**src/rtl/io_pkg.sv**
```systemverilog
// Shared definitions for the memory-mapped input port: register map and data width.
package io_pkg;

  localparam int unsigned DATA_W = 16;

  // Read-only register addresses seen by the CPU load path.
  typedef enum logic [1:0] {
    ADDR_SW   = 2'd0,
    ADDR_BTN  = 2'd1,
    ADDR_EVT  = 2'd2,
    ADDR_STAT = 2'd3
  } addr_e;

endpackage

```
**src/rtl/debounce_bit.sv**
```systemverilog
// One input bit: two-flop synchronizer, optional polarity inversion after the
// synchronizer, then a stability counter that only accepts a new level once it
// has been seen continuously for DEBOUNCE_CYCLES cycles.
module debounce_bit #(
  parameter int unsigned DEBOUNCE_CYCLES = 500000,
  parameter bit          INVERT          = 1'b0
) (
  input  logic clock,
  input  logic reset,
  input  logic raw,
  output logic stable
);

  localparam int unsigned  CW   = $clog2(DEBOUNCE_CYCLES);
  localparam logic [CW-1:0] LAST = CW'(DEBOUNCE_CYCLES - 1);

  logic          r_sync1;
  logic          r_sync2;
  logic [CW-1:0] r_cnt;
  logic          r_stable;
  logic          w_synced;

  assign w_synced = r_sync2 ^ INVERT;
  assign stable   = r_stable;

  // Synchronize the pin and qualify level changes; any return to the stable
  // level restarts the count, so short glitches are never accepted.
  always_ff @(posedge clock or posedge reset) begin
    if (reset) begin
      r_sync1  <= 1'b0;
      r_sync2  <= 1'b0;
      r_cnt    <= '0;
      r_stable <= 1'b0;
    end else begin
      r_sync1 <= raw;
      r_sync2 <= r_sync1;
      if (w_synced == r_stable) begin
        r_cnt <= '0;
      end else if (r_cnt == LAST) begin
        r_stable <= w_synced;
        r_cnt    <= '0;
      end else begin
        r_cnt <= r_cnt + CW'(1);
      end
    end
  end

endmodule

```
**src/rtl/input_port_ctrl.sv**
```systemverilog
// Board button/switch input port: debounced levels, sticky press-event flags
// with clear-on-read, an interrupt line, and a registered read-only register port.
module input_port_ctrl
  import io_pkg::*;
#(
  parameter int unsigned NUM_BTN         = 4,
  parameter int unsigned NUM_SW          = 10,
  parameter int unsigned DEBOUNCE_CYCLES = 500000,
  parameter bit          BTN_ACTIVE_LOW  = 1'b1
) (
  input  logic               clock,
  input  logic               reset,
  input  logic [NUM_BTN-1:0] raw_btn,
  input  logic [NUM_SW-1:0]  raw_sw,
  input  logic               rd_en,
  input  logic [1:0]         rd_addr,
  output logic [DATA_W-1:0]  rd_data,
  output logic               rd_valid,
  output logic               irq
);

  logic [NUM_BTN-1:0] w_btn_stable;
  logic [NUM_SW-1:0]  w_sw_stable;
  logic [NUM_BTN-1:0] r_btn_prev;
  logic [NUM_BTN-1:0] w_btn_rise;
  logic [NUM_BTN-1:0] r_evt;
  logic [NUM_BTN-1:0] w_evt_clr;
  logic [NUM_BTN-1:0] w_evt_next;
  logic [DATA_W-1:0]  w_rd_mux;
  logic [DATA_W-1:0]  r_rd_data;
  logic               r_rd_valid;
  logic               r_irq;

  assign rd_data  = r_rd_data;
  assign rd_valid = r_rd_valid;
  assign irq      = r_irq;

  for (genvar i = 0; i < NUM_BTN; i++) begin : g_btn
    debounce_bit #(
      .DEBOUNCE_CYCLES(DEBOUNCE_CYCLES),
      .INVERT         (BTN_ACTIVE_LOW)
    ) u_db (
      .clock (clock),
      .reset (reset),
      .raw   (raw_btn[i]),
      .stable(w_btn_stable[i])
    );
  end

  for (genvar i = 0; i < NUM_SW; i++) begin : g_sw
    debounce_bit #(
      .DEBOUNCE_CYCLES(DEBOUNCE_CYCLES),
      .INVERT         (1'b0)
    ) u_db (
      .clock (clock),
      .reset (reset),
      .raw   (raw_sw[i]),
      .stable(w_sw_stable[i])
    );
  end

  // Press detection and flag update; a new press in the same cycle as a
  // clearing read keeps its flag because the set term is OR-ed in last.
  always_comb begin
    w_btn_rise = w_btn_stable & ~r_btn_prev;
    w_evt_clr  = '0;
    if (rd_en && (addr_e'(rd_addr) == ADDR_EVT)) begin
      w_evt_clr = r_evt;
    end
    w_evt_next = (r_evt & ~w_evt_clr) | w_btn_rise;
  end

  // Register-map read multiplexer; unused high bits stay zero.
  always_comb begin
    w_rd_mux = '0;
    case (addr_e'(rd_addr))
      ADDR_SW:   w_rd_mux[NUM_SW-1:0]  = w_sw_stable;
      ADDR_BTN:  w_rd_mux[NUM_BTN-1:0] = w_btn_stable;
      ADDR_EVT:  w_rd_mux[NUM_BTN-1:0] = r_evt;
      ADDR_STAT: begin
        w_rd_mux[0] = r_irq;
        w_rd_mux[1] = |w_btn_stable;
      end
    endcase
  end

  // Edge history, sticky flags and interrupt (irq lags the flags by one cycle).
  always_ff @(posedge clock or posedge reset) begin
    if (reset) begin
      r_btn_prev <= '0;
      r_evt      <= '0;
      r_irq      <= 1'b0;
    end else begin
      r_btn_prev <= w_btn_stable;
      r_evt      <= w_evt_next;
      r_irq      <= |r_evt;
    end
  end

  // Registered read port: data updates only on a read, valid pulses one cycle.
  always_ff @(posedge clock or posedge reset) begin
    if (reset) begin
      r_rd_data  <= '0;
      r_rd_valid <= 1'b0;
    end else begin
      r_rd_valid <= rd_en;
      if (rd_en) begin
        r_rd_data <= w_rd_mux;
      end
    end
  end

endmodule
```
**config.mk**
```make
export PLATFORM = sky130hd
export DESIGN_NAME = input_port_ctrl
export DESIGN_NICKNAME = d
export VERILOG_FILES = /design/src/rtl/io_pkg.sv /design/src/rtl/debounce_bit.sv /design/src/rtl/input_port_ctrl.sv
export SDC_FILE = /design/constraint.sdc
export NUM_CORES = 1
export LEC_CHECK = 0
export BUFFER_PORTS_ARGS = -buffer_cell sky130_fd_sc_hd__buf_2
export CAP_MARGIN = 25
export CELL_PAD_IN_SITES_DETAIL_PLACEMENT = 1
export CELL_PAD_IN_SITES_GLOBAL_PLACEMENT = 1
export CORE_ASPECT_RATIO = 0.7
export CORE_UTILIZATION = 54
export CTS_BUF_LIST = sky130_fd_sc_hd__clkbuf_16
export CTS_CLUSTER_DIAMETER = 50
export DETAILED_ROUTE_END_ITERATION = 6
export PLACE_DENSITY = 0.91
export SLEW_MARGIN = 25
export SYNTH_ARGS = -nofsm -noshare
export SYNTH_HDL_FRONTEND = slang
export SYNTH_SLANG_ARGS = --single-unit
```
**constraint.sdc**
```tcl
create_clock -name clock -period 15.9 [get_ports clock]
set_input_delay 2.385 -clock clock [delete_from_list [all_inputs] [get_ports clock]]
set_output_delay 2.385 -clock clock [all_outputs]
set_load 0.03 [all_outputs]
```
==> results.ini, run 1 <==
[global_route]
grt_antenna_before_repair=0
grt_pass1_wl_um=65800
gr-total-overflow=0
grt_usage_pct=28.1
grt_max_degree=112
grt_pass1_vias=12800

[sta]
slew-limit-headroom_pct=36.8
final_hold_viol_count=0
period_minus_slack_ns=4.13
grt_setup_unrepaired=no
finalSetupViolCount=0
fin_skew_ns=0.00856
tightest_slew_ns=0.945
fmaxAchievable_mhz=242
finalCritPeriodShare_pct=25.9
setup_tns_ns=0
whs_ns=0.351
finalMaxSlewViolations=0
layout_setup_ws_ns=11.77

[routing]
vias_per_cell=6.07
drt-wirelength-per-cell_um=20.2
drtIter0Drc=771
drc=0
drt-pass1-iter-count=5
vias=11800
antenna_left=0
routed_wl_um=39400

[power]
powerDensity_mw_per_mm2=100
leakage_nw=6.86
peakVddDrop_mv=0.0979

[flow_run]
cap_violations=0

[worst_setup_path]
r2r_slack_ns=13.55
cp-end-kind=asynchronous set/reset pin
worstReg2RegStart=g_btn[1].u_db.r_cnt[12]$_DFF_PP0_
critPathMaxFanout=111
crit_type=in2async
endpoint=g_sw[5].u_db.r_cnt[15]$_DFF_PP0_
arrival_ns=4.71
critical_path.startpoint=reset
r2r_end=g_btn[1].u_db.r_cnt[16]$_DFF_PP0_
reg2reg_depth=4
crit_required_ns=16.48
start_kind=primary input

[final_layout]
antenna_cells=0
layout.nets=1588
most-common-layout-cells=dfrtp_1 (328), nor2_1 (219), xnor2_1 (106), nand3_1 (94), nand2_1 (88)
area.growth.synth_to_final_pct=10.1
drive_above_1_share_pct=7.80
mostFrequentLayoutCell=dfrtp_1
stdcell_count=1948
fin_util_pct=60.7

[die]
ios=37
die_area_sq_mm=0.0292
die_h_um=143
start_util_pct=55.2
rows=51
core-area_sq_mm=0.0279
die_x_um=204

[clocking]
clkLatencyLatePin_ns=0.53
h-tree-depth=2
cts_hold_buffers=0
cts_tree=built
cts_resized=0
root_buffer=clkbuf_16
path_clk_slew_ns=0.06
clk_path_buf_depth=3
clock-sinks=328
postCtsSetupBuffers=0
cts_inserted_buffers=35

[placed_design]
gp_congestion=0.799
preCtsSetupSlack_ns=10.82
port_buffers=30
dp_cells=1889
dpl.hpwl_um=25400

[synth]
synth_area_per_cell_sq_um=10.1
synth_cell_type_count=49
ys_ff_latch=328
seq_area_frac_synth_pct=53.4
synth_ff_type=dfrtp_1
yosys_warnings=0
synth-edff-count=0
ys_async_sr_fraction_pct=100
netlist_instances=1516
syn_area_sq_mm=0.0154

[min_path]
hp-class=reg2reg

[outcome]
status=finished, final reports clean

## synthesized netlist by cell type, drive strengths merged (2+ instances only)
cell type	count	area, sq um
ha	14	175
nand2	88	330
nor2	219	822
mux2i	5	50.1
nor4	33	206
nand4b	2	17.5
o31ai	38	309
or4b	11	110
xor2	79	692
dfrtp	328	8210
xnor2	106	928
nand3	94	470
a21oi	72	360
or4	50	375
o21ai	52	320
inv	58	218
clkbuf	23	86.3
nor4b	7	61.3
nand4	65	407
and3	10	62.6
mux2	11	124
nand3b	4	30.0
or3b	2	17.5
or2	4	25.0
nor3	27	135
or3	42	268
and4	25	219
and2	15	93.8
buf	18	115
o41ai	3	33.8
nor4bb	3	30.0
## metrics by stage
stage | power [mW] | instance area (sq um)
2_1_floorplan | 0.918 | 15400
3_3_place_gp | 0.933 | 15900
3_5_place_dp | 0.939 | 15900
4_1_cts | 1.71 | 16900
5_1_grt | 1.76 | 16900
6_report | 1.70 | 16900
## critical path, stage by stage
cell   delay (ns)
buf_2        0.13
inv_8        0.52
buf_4        0.86
buf_6        0.64
## kinds of logic after synthesis
family          synth area share, %
compound gates                 6.77
fa+ha+maj                      1.14
other cells                  0.0244
simple gates                   24.2
mux                            1.28
flops                          53.4
xor+xnor                       10.5
buf+inv                        2.72
## per-layer routing
layer	vias up	wire (um)	track usage, %
li1	5456	-	-
met1	6096	17400	36.7
met2	193	19700	47.4
met3	85	1270	4.50
met4	0	1070	9.85
met5	-	0	0
## state kept, by name (all words and copies together) (netlist names), 10 cells and up
signal,cells
g_sw.u_db.r_cnt,190
g_btn.u_db.r_cnt,76
g_sw.u_db.r_sync1,10
g_sw.u_db.r_sync2,10
g_sw.u_db.stable,10
rd_data,10
## worst min-delay path by stage
stage,cells after the start,end,slack [ns],startpoint
4_1_cts,0,g_sw[8].u_db.r_sync2$_DFF_PP0_,0.35,g_sw[8].u_db.r_sync1$_DFF_PP0_
5_1_grt,0,g_sw[8].u_db.r_sync2$_DFF_PP0_,0.35,g_sw[8].u_db.r_sync1$_DFF_PP0_
2_1_floorplan,0,g_btn[0].u_db.r_sync2$_DFF_PP0_,0.33,g_btn[0].u_db.r_sync1$_DFF_PP0_
6_report,0,g_sw[8].u_db.r_sync2$_DFF_PP0_,0.35,g_sw[8].u_db.r_sync1$_DFF_PP0_
3_5_place_dp,0,g_sw[1].u_db.r_sync2$_DFF_PP0_,0.34,g_sw[1].u_db.r_sync1$_DFF_PP0_
3_3_place_gp,0,g_btn[0].u_db.r_sync2$_DFF_PP0_,0.33,g_btn[0].u_db.r_sync1$_DFF_PP0_
## final cells by class
class | instances | area [sq um]
clock buffers | 37 | 926
well taps | 371 | 464
fillers | 2995 | 10900
inverters | 58 | 225
multi-input cells | 1094 | 6770
repair buffers | 38 | 214
flip-flops and latches | 328 | 8210
clock inverters | 22 | 126
## report_power, final
group          switching [mW]  leakage [nW]  internal (mW)
Combinational          0.0468          1.84         0.0152
Sequential             0.0139          4.48          0.848
Clock                   0.342         0.539          0.435
(Power assumes the default switching activity.)
==> inputs of run 2 (changes only) <==
--- a/config.mk
+++ b/config.mk
@@ -10,11 +10,11 @@
 export CELL_PAD_IN_SITES_DETAIL_PLACEMENT = 1
 export CELL_PAD_IN_SITES_GLOBAL_PLACEMENT = 1
 export CORE_ASPECT_RATIO = 0.7
-export CORE_UTILIZATION = 54
+export CORE_UTILIZATION = 45
 export CTS_BUF_LIST = sky130_fd_sc_hd__clkbuf_16
 export CTS_CLUSTER_DIAMETER = 50
 export DETAILED_ROUTE_END_ITERATION = 6
-export PLACE_DENSITY = 0.91
+export PLACE_DENSITY = 0.82
 export SLEW_MARGIN = 25
 export SYNTH_ARGS = -nofsm -noshare
 export SYNTH_HDL_FRONTEND = slang
==> constraint.sdc (replaced) <==
create_clock -name clock -period 3.7 [get_ports clock]
set_input_delay 0.555 -clock clock [delete_from_list [all_inputs] [get_ports clock]]
set_output_delay 0.555 -clock clock [all_outputs]
set_load 0.03 [all_outputs]
==> results.ini, run 2 (synthesized netlist as in run 1, its figures left out) <==
[outcome]
status=finished, final reports clean

[worst_setup_path]
critPathMaxFanout=18  ; -84%
start_kind=register
crit_required_ns=4.07  ; -12.41 ns
worstReg2RegStart=g_btn[1].u_db.r_cnt[12]$_DFF_PP0_
path_delay_family=simple AND/OR/NAND/NOR gates
cp-end-kind=register
cp_num_cells=4  ; unchanged
reg2reg_depth=4  ; unchanged
arrival_ns=2.70  ; -2.01 ns
r2r_end=g_btn[1].u_db.r_cnt[2]$_DFF_PP0_
crit_path_frequent_cell=or4_1
crit_buf_inv=0  ; -4
endpoint=g_btn[1].u_db.r_cnt[2]$_DFF_PP0_
critical_path.startpoint=g_btn[1].u_db.r_cnt[12]$_DFF_PP0_
crit_type=reg2reg
r2r_slack_ns=1.37  ; -12.18 ns
worstPathCellList=or4_1 -> or4_1 -> o21ai_4 -> nor2_1
crit_slowest_cell=or4_1
critPathMaxStageDelay_ns=0.61  ; -0.25 ns

[final_layout]
stdcell_area_sq_mm=0.0172  ; +1.4%
most-common-layout-cells=dfrtp_1 (328), nor2_1 (219), xnor2_1 (106), nand3_1 (94), nand2_1 (88)
area.growth.synth_to_final_pct=11.6
largest_reg_flops=190  ; unchanged
fin_util_pct=51.2  ; -9.6 points
antenna_cells=0  ; unchanged
stdcell_count=2015  ; +3.4%
top_regs=g_sw.u_db.r_cnt x190, g_btn.u_db.r_cnt x76
mostFrequentLayoutCell=dfrtp_1
drive_above_1_share_pct=8.29  ; +0.49 points
top_register=g_sw.u_db.r_cnt
layout.nets=1590  ; +0.13%

[clocking]
cts_resized=0  ; unchanged
postCtsSetupBuffers=0  ; unchanged
clkLatencyLatePin_ns=0.52  ; about the same
root_buffer=clkbuf_16
path_clk_slew_ns=0.07  ; about the same
cts_hold_buffers=0  ; unchanged
clock-sinks=328  ; unchanged
clk_path_buf_depth=3  ; unchanged
h-tree-depth=2  ; unchanged
cts_inserted_buffers=35  ; unchanged
cts_tree=built

[global_route]
grt_usage_pct=22.1  ; -5.9 points
grt_max_degree=115  ; +2.7%
grt_pass1_vias=12400  ; -2.7%
gr-total-overflow=0  ; unchanged
grt_antenna_before_repair=0  ; unchanged
grt_pass1_wl_um=63800  ; -3.1%

[die]
die_x_um=223  ; +9.5%
die_area_sq_mm=0.0349  ; +20%
start_util_pct=45.8  ; -9.3 points
ios=37  ; unchanged
die_h_um=157  ; +9.4%
core-area_sq_mm=0.0336  ; +20%
rows=56  ; +9.8%

[sta]
grt_setup_unrepaired=no
final_hold_viol_count=0  ; unchanged
tightest_slew_ns=0.969  ; +0.0245 ns
setup_tns_ns=0  ; unchanged
fmaxAchievable_mhz=429
period_minus_slack_ns=2.33
slew-limit-headroom_pct=35.2  ; -1.6 points
layout_setup_ws_ns=1.37  ; -10.41 ns
finalMaxSlewViolations=0  ; unchanged
finalCritPeriodShare_pct=63.0
fin_skew_ns=0.0161  ; +0.00755 ns
whs_ns=0.102  ; -0.250 ns
finalSetupViolCount=0  ; unchanged

[placed_design]
gp_congestion=0.813  ; +1.7%
dpl.hpwl_um=24100  ; -5.4%
port_buffers=30  ; unchanged
postPlaceCellArea_sq_mm=0.0160  ; +0.73%
preCtsSetupSlack_ns=1.45  ; -9.37 ns
dp_cells=1955  ; +3.5%

[routing]
routed_wl_um=37500  ; -4.8%
drt-pass1-iter-count=5  ; unchanged
vias=11600  ; -1.9%
vias_per_cell=5.76  ; -5.1%
drt-wirelength-per-cell_um=18.6  ; -8.0%
drc=0  ; unchanged
antenna_left=0  ; unchanged
drtIter0Drc=789  ; +2.3%

[power]
powerDensity_mw_per_mm2=446  ; +340%
power.total_mw=7.65  ; +350%
leakage_nw=6.92  ; +0.89%
peakVddDrop_mv=0.259  ; +160%

[flow_run]
cap_violations=0  ; unchanged

[min_path]
hp-class=in2async

run 2: changes by cell type in the layout (fill, tap and decap cells not counted), sizes merged:
| cell | change |
|---|---|
| bufinv | +6 |
| clkbuf | -2 |
| buf | +2 |
| inv | -5 |
| clkinv | +2 |
run 2: final cells by class:
cell class / count / area (sq um)
inverter: 58 / 221
timing repair buffer: 40 / 250
fill: 3657 / 16400
multi-input combinational: 1094 / 6770
tap: 435 / 544
sequential: 328 / 8210
clock buffer: 35 / 876
clock inverter: 25 / 299
run 2: worst min path at each step:
| stage | startpoint | endpoint | slack (ns) | depth (start not counted) |
|---|---|---|---|---|
| floorplan | g_btn[0].u_db.r_sync1$_DFF_PP0_ | g_btn[0].u_db.r_sync2$_DFF_PP0_ | 0.33 | 0 |
| global placement | g_btn[2].u_db.r_sync1$_DFF_PP0_ | g_btn[2].u_db.r_sync2$_DFF_PP0_ | 0.33 | 0 |
| detailed placement | g_btn[0].u_db.r_sync1$_DFF_PP0_ | g_btn[0].u_db.r_sync2$_DFF_PP0_ | 0.34 | 0 |
| CTS | reset | g_btn[2].u_db.r_cnt[12]$_DFF_PP0_ | 0.11 | 2 |
| global route | raw_sw[3] | g_sw[3].u_db.r_sync1$_DFF_PP0_ | 0.12 | 1 |
| finish | reset | g_btn[2].u_db.r_cnt[12]$_DFF_PP0_ | 0.10 | 2 |
run 2: where the power goes:
group | internal, mW | switching (mW)
clock network | 2.21 | 1.47
logic | 0.0691 | 0.200
registers | 3.64 | 0.0579
run 2: layer usage:
metal	GRT usage (%)	vias to the layer above	wire [um]
met5	0	-	0
met4	6.40	0	775
met3	3.06	60	1160
met2	36.4	163	18000
met1	30.7	5951	17500
li1	-	5437	-
run 2: worst register-to-register path, delay by kind of cell (launching register included):
family / cells / cell delay (ns)
compound gates: 1 / 0.47
flops: 1 / 0.44
simple gates: 3 / 1.27
